<file path="config.mk">
export PLATFORM = sky130hd
export DESIGN_NAME = piso_serializer
export DESIGN_NICKNAME = d
export VERILOG_FILES = /design/src/rtl/piso_pkg.sv /design/src/rtl/piso_shift_reg.sv /design/src/rtl/piso_serializer.sv
export SDC_FILE = /design/constraint.sdc
export NUM_CORES = 1
export LEC_CHECK = 0
export CAP_MARGIN = 20
export CORE_UTILIZATION = 45
export CTS_CLUSTER_SIZE = 24
export DETAILED_ROUTE_END_ITERATION = 8
export PLACE_DENSITY = 0.76
export SLEW_MARGIN = 20
export SYNTH_ARGS = -nofsm -noshare
export SYNTH_HDL_FRONTEND = slang
export SYNTH_SLANG_ARGS = --single-unit
</file>
<file path="constraint.sdc">
create_clock -name clk -period 2.95 [get_ports clk]
set_input_delay 0.59 -clock clk [delete_from_list [all_inputs] [get_ports clk]]
set_output_delay 0.59 -clock clk [all_outputs]
set_load 0.1 [all_outputs]
</file>
<file path="src/rtl/piso_pkg.sv">
// Shared types for the PISO serializer: FSM state encoding and counter width helper.
package piso_pkg;

  typedef enum logic [1:0] {
    S_IDLE   = 2'd0,
    S_SHIFT  = 2'd1,
    S_PARITY = 2'd2
  } state_t;

  function automatic int piso_cnt_w(input int width);
    return $clog2(width);
  endfunction

endpackage

</file>
<file path="src/rtl/piso_shift_reg.sv">
// WIDTH-bit load/shift register; head is the bit currently presented on the serial line.
module piso_shift_reg
  import piso_pkg::*;
#(
  parameter int WIDTH     = 8,
  parameter bit MSB_FIRST = 1'b1
) (
  input  logic             clk,
  input  logic             rst_n,
  input  logic             load_en,
  input  logic             shift_en,
  input  logic [WIDTH-1:0] load_data,
  output logic             head
);

  logic [WIDTH-1:0] data_q;

  // Zero fill guarantees the head reads 0 once a frame has fully drained.
  always_ff @(posedge clk or negedge rst_n) begin
    if (!rst_n) begin
      data_q <= '0;
    end else if (load_en) begin
      data_q <= load_data;
    end else if (shift_en) begin
      if (MSB_FIRST) data_q <= {data_q[WIDTH-2:0], 1'b0};
      else           data_q <= {1'b0, data_q[WIDTH-1:1]};
    end
  end

  assign head = MSB_FIRST ? data_q[WIDTH-1] : data_q[0];

endmodule

</file>
<file path="src/rtl/piso_serializer.sv">
// Parallel-in serial-out transmitter with valid/ready load and back-to-back frames.
// Optional even-parity trailer bit when PISO_PARITY_EN is defined.
//   S_IDLE   | waiting for a word, load_ready high
//   S_SHIFT  | data bits on dout, count = bit index
//   S_PARITY | parity trailer bit on dout
module piso_serializer
  import piso_pkg::*;
#(
  parameter int WIDTH     = 8,
  parameter bit MSB_FIRST = 1'b1
) (
  input  logic             clk,
  input  logic             rst_n,
  input  logic [WIDTH-1:0] din,
  input  logic             load_valid,
  output logic             load_ready,
  output logic             dout,
  output logic             dout_valid,
  output logic             busy,
  output logic             done
);

  localparam int              CNT_W = piso_cnt_w(WIDTH);
  localparam logic [CNT_W-1:0] LAST = CNT_W'(WIDTH - 1);
`ifndef PISO_PARITY_EN
  localparam logic [CNT_W-1:0] PENULT = CNT_W'(WIDTH - 2);
`endif

  state_t           state;
  logic [CNT_W-1:0] count;
  logic             dout_valid_q, busy_q, done_q, load_ready_q;
  logic             accept, last_bit, sr_load, sr_shift, sr_head;
  logic [WIDTH-1:0] sr_data;

  assign accept   = load_valid && load_ready_q;
  assign last_bit = (state == S_SHIFT) && (count == LAST);
  assign sr_shift = (state != S_IDLE);

`ifdef PISO_PARITY_EN
  localparam int HEAD = MSB_FIRST ? WIDTH - 1 : 0;
  logic parity_q;

  // On the last data bit the register is reloaded with the parity bit at its head.
  always_comb begin
    sr_data = din;
    if (!accept) begin
      sr_data       = '0;
      sr_data[HEAD] = parity_q;
    end
  end
  assign sr_load = accept || last_bit;
`else
  assign sr_data = din;
  assign sr_load = accept;
`endif

  piso_shift_reg #(
    .WIDTH     (WIDTH),
    .MSB_FIRST (MSB_FIRST)
  ) u_sreg (
    .clk       (clk),
    .rst_n     (rst_n),
    .load_en   (sr_load),
    .shift_en  (sr_shift),
    .load_data (sr_data),
    .head      (sr_head)
  );

  always_ff @(posedge clk or negedge rst_n) begin
    if (!rst_n) begin
      state        <= S_IDLE;
      count        <= '0;
      dout_valid_q <= 1'b0;
      busy_q       <= 1'b0;
      done_q       <= 1'b0;
      load_ready_q <= 1'b1;
`ifdef PISO_PARITY_EN
      parity_q     <= 1'b0;
`endif
    end else begin
`ifdef PISO_PARITY_EN
      if (accept) parity_q <= ^din;
`endif
      done_q <= 1'b0;
      case (state)
        S_IDLE: begin
          if (accept) begin
            state        <= S_SHIFT;
            count        <= '0;
            dout_valid_q <= 1'b1;
            busy_q       <= 1'b1;
            load_ready_q <= 1'b0;
          end
        end
        S_SHIFT: begin
          if (count != LAST) begin
            count <= count + CNT_W'(1);
`ifndef PISO_PARITY_EN
            if (count == PENULT) begin
              done_q       <= 1'b1;
              load_ready_q <= 1'b1;
            end
`endif
          end
`ifdef PISO_PARITY_EN
          else begin
            state        <= S_PARITY;
            done_q       <= 1'b1;
            load_ready_q <= 1'b1;
          end
`else
          else if (accept) begin
            count        <= '0;
            load_ready_q <= 1'b0;
          end else begin
            state        <= S_IDLE;
            count        <= '0;
            dout_valid_q <= 1'b0;
            busy_q       <= 1'b0;
            load_ready_q <= 1'b1;
          end
`endif
        end
        S_PARITY: begin
          count <= '0;
          if (accept) begin
            state        <= S_SHIFT;
            load_ready_q <= 1'b0;
          end else begin
            state        <= S_IDLE;
            dout_valid_q <= 1'b0;
            busy_q       <= 1'b0;
            load_ready_q <= 1'b1;
          end
        end
        default: state <= S_IDLE;
      endcase
    end
  end

  assign load_ready = load_ready_q;
  assign dout       = sr_head;
  assign dout_valid = dout_valid_q;
  assign busy       = busy_q;
  assign done       = done_q;

endmodule

</file>
==> impl_metrics.csv <==
group,metric,value,unit
die,ioPinCount,16,
die,rows,14,
sta,hold_violations,0,
layout,final_util,0.593,
synthesis,synth_nets,89,
synthesis,syn_area_per_cell,10.2,sq um
placement,io_buffers,15,
critical_path,crit_path_cell_trace,"buf_4",
clock_network,clk_pin_slew,0.09,ns
sta,fin_skew,0.00238,ns
min_path,hold_path.class,"flop to flop",
sta,worst_pin_slew,0.678,ns
synthesis,yosys_register_bits,16,
layout,drive_gt1_frac,0.122,
grt,globalRouteTotalUtil,0.158,
layout,synthToLayoutAreaGrowth,19.7,%
synthesis,yosysUniqueCellTypes,19,
status,outcome,"completed",
power_and_ir_drop,ir_drop,634,uV
synthesis,synthTopCellsByArea,"dfrtp_1, mux2i_1, a21oi_1",
die,die_w,43.2,microns
die,core_area,1540,sq um
critical_path,critPathSlowestCell,"dfstp_2",
critical_path,path_max_fanout,5,
sta,min_period,1.76,ns
sta,setup_viol,0,
grt,grt_antenna_before_repair,0,
placement,place.gp.congestion,0.747,
clock_network,cts.sinks,16,
clock_network,cts_setup_buffers,0,
placement,dp_hpwl,818,microns
clock_network,cts_root_buf,"clkbuf_4",
detailed_routing,drc,0,
synthesis,synth_top_cell_by_area,"dfrtp_1",
critical_path,startpoint_type,"flop",
detailed_routing,drt-initial-drc-count,7,
clock_network,clock_path_buffers,2,
synthesis,synth-edff-count,0,
grt,grt_overflow_total,0,
synthesis,ys_warn_count,0,
sta,maxSlewViolCount,0,
sta,fin_crit_sh,0.597,
detailed_routing,wire_per_inst,11.6,microns
synthesis,yosysTopAreaCellShare,0.492,
power_and_ir_drop,p_per_area,1180,nW/um^2
sta,fmax,0.567,GHz
detailed_routing,wl,1230,microns
sta,slew_headroom,0.547,
critical_path,path_buf_inv,1,
die,die_area,1860,sq um
clock_network,clk_latency,0.29,ns
sta,rsz0062_at_grt,"false",
detailed_routing,via_count,548,
synthesis,syn_inst,75,
layout,nNetsFinal,105,
sta,fin_setup_tns,0,ns
synthesis,syn_area,763,sq um
grt,grt_pass1_vias,497,
die,start_util,0.495,
power_and_ir_drop,p_leak,0.462,nW
die,die_y,43.2,microns
synthesis,post-synth-top-count-cell,"dfrtp_1",
synthesis,seq_area_frac_synth,0.526,
synthesis,async_flop_share,1.00,
clock_network,cts_tree,"done",
clock_network,hold_buffers,0,
critical_path,worst_ep_required_time,2.36,ns
run,maxCapViolations,0,
detailed_routing,ant_nets,0,
critical_path,cpPeakStageDelay,0.58,ns
critical_path,critical_path_class,"flop to primary output",
detailed_routing,vias_per_cell,5.17,
clock_network,cts-resized-gates,0,
synthesis,synth_flop_cell,"dfrtp_1",
critical_path,arrival,1.17,ns
detailed_routing,dr.pass1.iters,4,
grt,grt_start_max_net_pins,24,
clock_network,cts_made_buffers,3,
critical_path,cp_top_family,"flip-flops",
clock_network,htreeDepth,1,
synthesis,synthTopCellsByCount,"dfrtp_1, a21oi_1, nor2_1, nand2_1, mux2i_1",
grt,grt_pass1_wl,2110,microns
layout,diodes,0,
critical_path,cp-end-kind,"primary output",
power_and_ir_drop,totalPowerFinal,1.08,mW
[stage by stage]
| stage | setup slack (ns) | instance area, sq um | hold WS (ns) | instances |
|---|---|---|---|---|
| after floorplan | 1.45 | 763 | 0.294 | 75 |
| after global placement | 1.17 | 877 | 0.495 | 102 |
| after detailed placement | 1.14 | 877 | 0.500 | 102 |
| after CTS | 1.18 | 913 | 0.529 | 106 |
| after global routing | 1.15 | 913 | 0.556 | 106 |
| final | 1.19 | 913 | 0.528 | 106 |
[final cells by class]
cell class / count / area, sq um
Clock buffer: 4 / 36.3
Fill cell: 137 / 628
Inverter: 4 / 15.0
Multi-Input combinational cell: 51 / 303
Sequential cell: 16 / 402
Tap cell: 16 / 20.0
Timing Repair Buffer: 15 / 138
[per-layer routing]
metal | global-route usage | vias to the layer above | part of all wire | wire length (microns)
met5 | 0 | - | 0 | 0
met4 | 0.109 | 0 | 0.024 | 29
li1 | - | 279 | - | -
met3 | 0.0383 | 4 | 0.047 | 58
met2 | 0.239 | 12 | 0.45 | 559
met1 | 0.195 | 253 | 0.47 | 586
[where the power goes]
part / internal, mW / total, mW / switching, mW
sequential: 0.325 / 0.429 / 0.105
combinational: 0.172 / 0.506 / 0.334
clock: 0.0751 / 0.145 / 0.0697
total: 0.572 / 1.08 / 0.508
[worst paths after layout]
kind	startpoint	endpoint	slack, ns	cells after the start
max	load_ready	load_ready	1.19	1
min reg2reg	count[0]	count[0]	0.53	1
max reg2reg	count[1]	count[0]	1.67	4
min	count[0]	count[0]	0.53	1
max in group asynchronous	rst_n	u_sreg.data_q[7]	1.81	1
min in group asynchronous	rst_n	dout_valid	0.71	1
[cell usage in the layout, fill, tap and decap left out]
master	count
clkbuf_4	3
clkdlybuf4s50_1	10
mux2i_1	7
nor2_1	10
nand3b_1	2
a21oi_1	11
a21o_1	2
clkbuf_8	1
nand2_2	1
nand2_1	8
o21ai_0	3
dfrtp_1	15
nand2b_1	1
inv_1	4
nor3_1	1
buf_4	5
nand3_1	2
ha_1	3
dfstp_2	1
[sequential cells by signal, summed over array words and instances (netlist names)]
register and cells:
count 3, done 1, u_sreg.data_q 8, load_ready 1, state 1, busy 1
dout_valid 1
[kinds of logic after synthesis]
kind of cell               Yosys count  share of synthesized area
muxes                                7                     0.0918
AOI/OAI and AO/OA                   16                      0.111
DFF                                 16                      0.526
and+or+nand+nor                     25                      0.144
buffers and inverters                8                     0.0770
adders and majority gates            3                     0.0492
(Power assumes the default switching activity.)
